==> config.mk <==
export PLATFORM = sky130hd
export DESIGN_NAME = bypass_scoreboard
export DESIGN_NICKNAME = d
export VERILOG_FILES = /design/src/rtl/bypass_scoreboard.sv
export SDC_FILE = /design/constraint.sdc
export NUM_CORES = 1
export LEC_CHECK = 0
export ABC_AREA = 1
export CAP_MARGIN = 20
export CELL_PAD_IN_SITES_DETAIL_PLACEMENT = 0
export CELL_PAD_IN_SITES_GLOBAL_PLACEMENT = 1
export CORE_UTILIZATION = 26
export DETAILED_ROUTE_END_ITERATION = 8
export PLACE_DENSITY_LB_ADDON = 0.1
export RECOVER_POWER = 50
export SLEW_MARGIN = 20
export SYNTH_ARGS = -nofsm -noshare
export SYNTH_HDL_FRONTEND = slang
export SYNTH_SLANG_ARGS = --single-unit
==> constraint.sdc <==
create_clock -name clk_i -period 4 [get_ports clk_i]
set_input_delay 0.8 -clock clk_i [delete_from_list [all_inputs] [get_ports clk_i]]
set_output_delay 0.8 -clock clk_i [all_outputs]
set_load 0.1 [all_outputs]
==> src/rtl/bypass_scoreboard.sv <==
// Operand bypass, RAW/WAW hazard detection and per-register busy scoreboard beside decode.
// Latency: outputs combinational from inputs and busy; state on clk_i. Backpressure: stall_o holds decode.
module bypass_scoreboard #(
  parameter int XLEN = 32,
  parameter int NREG = 32,
  parameter int AW   = 5,
  parameter int NSTG = 8,
  parameter int NRD  = 2,
  parameter int CW   = 32
) (
  input  logic                 clk_i,
  input  logic                 rst_i,
  input  logic                 dec_valid_i,
  input  logic [NRD*AW-1:0]    dec_rd_addr_i,
  input  logic [NRD-1:0]       dec_rd_use_i,
  input  logic                 dec_wr_en_i,
  input  logic [AW-1:0]        dec_wr_addr_i,
  input  logic [NSTG-1:0]      stg_valid_i,
  input  logic [NSTG*AW-1:0]   stg_addr_i,
  input  logic [NSTG-1:0]      stg_ready_i,
  input  logic [NSTG*XLEN-1:0] stg_data_i,
  input  logic                 wb_en_i,
  input  logic [AW-1:0]        wb_addr_i,
  input  logic [XLEN-1:0]      wb_data_i,
  input  logic                 flush_i,
  output logic                 stall_o,
  output logic [NRD-1:0]       byp_en_o,
  output logic [NRD*XLEN-1:0]  byp_data_o,
  output logic [CW-1:0]        stall_cnt_o
);

  localparam int NB = 1 << AW;

  logic [NB-1:0]  busy_q;
  logic [NB-1:0]  busy_d;
  logic [NRD-1:0] hazard;
  logic [AW-1:0]  ra;
  logic           hit;
  logic           wb_hit_wr;
  logic           waw;
  logic           issue;

  // Youngest matching stage wins outright, even if it is not ready and an older one is.
  always_comb begin
    hazard     = '0;
    byp_en_o   = '0;
    byp_data_o = '0;
    ra         = '0;
    hit        = 1'b0;
    for (int p = 0; p < NRD; p++) begin
      ra  = dec_rd_addr_i[p*AW +: AW];
      hit = 1'b0;
      if (!rst_i && dec_rd_use_i[p] && ra != '0) begin
        for (int s = 0; s < NSTG; s++) begin
          if (!hit && stg_valid_i[s] && stg_addr_i[s*AW +: AW] == ra) begin
            hit = 1'b1;
            if (stg_ready_i[s]) begin
              byp_en_o[p]                 = 1'b1;
              byp_data_o[p*XLEN +: XLEN]  = stg_data_i[s*XLEN +: XLEN];
            end else begin
              hazard[p] = 1'b1;
            end
          end
        end
        if (!hit) begin
          if (wb_en_i && wb_addr_i == ra) begin
            byp_en_o[p]                = 1'b1;
            byp_data_o[p*XLEN +: XLEN] = wb_data_i;
          end else if (busy_q[ra]) begin
            hazard[p] = 1'b1;
          end
        end
      end
    end
  end

  assign wb_hit_wr = wb_en_i && wb_addr_i == dec_wr_addr_i;
  assign waw       = dec_wr_en_i && dec_wr_addr_i != '0 && busy_q[dec_wr_addr_i] && !wb_hit_wr;
  assign stall_o   = !rst_i && dec_valid_i && (|hazard || waw);
  assign issue     = dec_valid_i && dec_wr_en_i && dec_wr_addr_i != '0 && !stall_o;

  // Set after clear so a same-address issue wins over writeback; flush overrides both.
  always_comb begin
    busy_d = busy_q;
    if (wb_en_i)
      busy_d[wb_addr_i] = 1'b0;
    if (issue && int'(dec_wr_addr_i) < NREG)
      busy_d[dec_wr_addr_i] = 1'b1;
    if (flush_i)
      busy_d = '0;
    busy_d[0] = 1'b0;
  end

  always_ff @(posedge clk_i or posedge rst_i) begin
    if (rst_i) begin
      busy_q      <= '0;
      stall_cnt_o <= '0;
    end else begin
      busy_q <= busy_d;
      if (stall_o && stall_cnt_o != {CW{1'b1}})
        stall_cnt_o <= stall_cnt_o + CW'(1);
    end
  end

endmodule

==> results.yml <==
outcome:
  run_status: "finished with violations"
  violations: "max-capacitance violations, max-slew violations, negative setup slack"
pwr:
  p_int_w: 0.00196
  p_leak_nw: 9.98
  p_seq_frac: 0.199
  combinationalPowerShare: 0.562
  switchingPower_w: 0.00142
  ir_drop_mv: 0.408
  p_clk_frac: 0.239
  powerDensity_nw_per_um2: 143
  swShare: 0.421
sta:
  max_freq_ghz: 0.245
  finalSetupViolCount: 13
  maxSlewHeadroom: -0.0952
  finalMaxSlewViolations: 64
  report.final.hold_viol_count: 0
  finalCriticalPeriod_ps: 4080
  fin_skew_ps: 7.81
  fin_crit_sh: 1.02
  rsz0062_at_grt: "yes"
  setup_tns_ps: -373
  worst_pin_slew_ps: 1640
  setup_slack_ps: -76.4
synthesis:
  synth.distinct_cells: 50
  yosysTopAreaCell: "nand2_1"
  synth_area_leaders: "nand2_1 (21%), dfrtp_1 (13%), nand3_1 (9.3%)"
  synth_seq_cells: 63
  postSynthCellCount: 2233
  yosysTopAreaCellShare: 0.208
  syn_area_um2: 11900
  syn_area_per_cell_um2: 5.33
  seq_area_frac_synth: 0.132
  syn-num-nets: 2606
  ys_warn_count: 0
die:
  core_area_um2: 45300
  num_io_pins: 471
  floorplan.rows: 78
  die_area_um2: 46700
  die_y_um: 216
  start_util: 0.263
  die_x_um: 216
clock_network:
  cts.sinks: 63
  cts.clk_slew.worst_paths_ps: 60
  cts_hold_buf: 0
  cts_tree: "built"
  numCtsBuffers: 9
  clk_latency_ps: 350
  root_buffer: "clkbuf_16"
  htree_levels: 3
  clockBufferDepth: 2
routing:
  wl_per_cell_um: 23.5
  routed-via-count: 19153
  wirelength_um: 83300
  drtPass1Iterations: 7
  first_iter_violations: 2019
  ant_nets: 0
  route.detailed.drc: 0
  via_per_inst: 5.39
job:
  max_cap_viol_count: 1
min_path:
  holdPathStages: 2
  hold_end: "stall_cnt_o[1]$_DFFE_PP0P_"
  hp-start: "stall_cnt_o[1]$_DFFE_PP0P_"
  hold_path_class: "reg2reg"
critical_path:
  criticalPathCategory: "in2out"
  rr_worst_depth: 13
  start_kind: "input pin"
  rrSetupSlack_ps: 1010
  timing.rr.end: "stall_cnt_o[17]$_DFFE_PP0P_"
  r2r-start: "stall_cnt_o[0]$_DFFE_PP0P_"
  critPathMaxFanout: 8
  endpoint_kind: "output pin"
  cp.arrival_ps: 3280
  crit_required_ps: 3200
cells_and_area:
  stdcell_area_um2: 23700
  fill_cells: 4551
  final_layout_size_suffix_gt1_frac: 0.314
  area_growth_pct: 98.9
  nets: 3296
global_route:
  grt_pass1_wl_um: 119000
  grt_usage: 0.339
  grt_max_degree: 64
  grt_pass1_vias: 17838
  antenna_found_initial: 31
  grt.overflow.total: 0
placement:
  gp_congestion: 0.975
  numPortBuffers: 470
  placed_area_um2: 20500
  dpl.hpwl_um: 65600
## kinds of logic after synthesis
group | synth area share
simple gates | 0.443
compound gates | 0.269
buf+inv | 0.129
flops | 0.132
xor+xnor | 0.0250
fa+ha+maj | 0.00105
## stage by stage
stage | instances | hold WS (ps) | setup slack (ps) | power (W) | util
4_1_cts | 3503 | 537 | -32.1 | 0.00330 | 0.495
6_report | 3551 | 528 | -76.4 | 0.00338 | 0.523
5_1_grt | 3544 | 564 | -130 | 0.00353 | 0.523
3_5_place_dp | 3424 | 519 | -611 | 0.00235 | 0.452
3_3_place_gp | 3424 | 512 | -605 | 0.00236 | 0.452
2_1_floorplan | 2233 | 518 | -97.0 | 0.00144 | -
## worst max-delay path by stage
stage                      from        endpoint  slack, ps
3_3_place_gp   dec_rd_addr_i[9]  byp_data_o[47]       -600
3_5_place_dp   dec_rd_addr_i[9]  byp_data_o[46]       -610
5_1_grt        dec_rd_addr_i[5]  byp_data_o[39]       -130
6_report         stg_valid_i[1]  byp_data_o[39]        -80
4_1_cts          stg_addr_i[12]  byp_data_o[38]        -30
2_1_floorplan  dec_rd_addr_i[4]  byp_data_o[10]       -100
## what timing repair did
action / in CTS / in global routing
setup buffers: 53 / 21
hold endpoints to repair: 0 / 0
resized for setup: 497 / 284
pin swaps: 164 / 201
cloned: 12 / 11
setup endpoints to repair: 67 / 67
## worst max-delay path, stage by stage
cell and delay [ps]:
clkdlybuf4s15_2 210, buf_4 130, nand2_2 70, nor2_4 50
nand3_4 110, buf_12 110, nand3_4 70, nor2_4 150
inv_2 60, nor2_4 150, nand2_4 90, buf_12 150
buf_8 130, o211ai_1 130, o211ai_1 190, nand4_1 200
nand2_2 90, a21oi_4 150, buf_12 190
## sequential cells by signal (all words and copies together), names as in the netlist
signal / count
stall_cnt_o: 32
busy_q: 31
## layout by cell type, fill, tap and decap left out, types with 21 or more instances in the layout
cell             instances
dlygate4sd3_1           21
diode_2                 23
a21oi_4                 61
a21oi_1                 87
xor2_1                  29
inv_2                   32
o21ai_1                 35
nand2_4                 27
buf_4                  205
buf_12                 119
o211ai_1                82
nor2_4                  28
nand3_1                203
nand2_2                106
dfrtp_1                 63
buf_6                   78
o21ai_2                 62
inv_1                  171
nor2_1                 178
o21ai_0                111
or2_2                   21
nand4_1                 35
clkdlybuf4s50_1        327
nand2_1                531
nor3_1                  31
## cell usage after synthesis (all sizes together)
cell type,instances
o2111ai,3
a22o,8
ha,1
nor2,224
dfrtp,63
buf,74
a32o,1
nor4,10
nand2,664
o21ai,216
clkinv,6
a32oi,21
xnor2,5
a21boi,2
a41oi,1
a21oi,164
nand3b,1
or2,21
a221oi,10
o311ai,2
a22oi,7
nand4,38
o22ai,17
o211a,1
o221ai,5
inv,222
o211ai,82
o31ai,5
nand3,232
clkbuf,62
o21bai,1
a31oi,2
nor3,33
xor2,29
## area by class of cell
type / instances / area (um^2) / share of cell area
clock inverter: 6 / 71.3 / 0.00301
clock buffer: 10 / 229 / 0.00967
sequential: 63 / 1580 / 0.0666
antenna: 23 / 57.6 / 0.00243
timing repair inverter: 1 / 7.51 / 0.000317
tap: 600 / 751 / 0.0317
multi-input combinational: 1806 / 10900 / 0.459
inverter: 228 / 946 / 0.0399
timing repair buffer: 814 / 9180 / 0.388
## power by group through the flow
| stage | sequential [W] | combinational, W | clock, W |
|---|---|---|---|
| after global placement | 0.000684 | 0.00167 | 0 |
| after detailed placement | 0.000684 | 0.00167 | 0 |
| after floorplan | 0.000769 | 0.000672 | 0 |
| after CTS | 0.000673 | 0.00180 | 0.000822 |
| after global routing | 0.000675 | 0.00200 | 0.000851 |
| final | 0.000673 | 0.00190 | 0.000807 |
## routing by layer
| metal | part of all wire | global-route usage | vias to the layer above |
|---|---|---|---|
| met5 | 0.0014 | 0 | - |
| met4 | 0.027 | 0.0986 | 18 |
| met3 | 0.095 | 0.0733 | 115 |
| met2 | 0.46 | 0.546 | 990 |
| met1 | 0.42 | 0.451 | 9089 |
| li1 | - | - | 8941 |
Note: power is estimated with default switching activity, not from simulation.
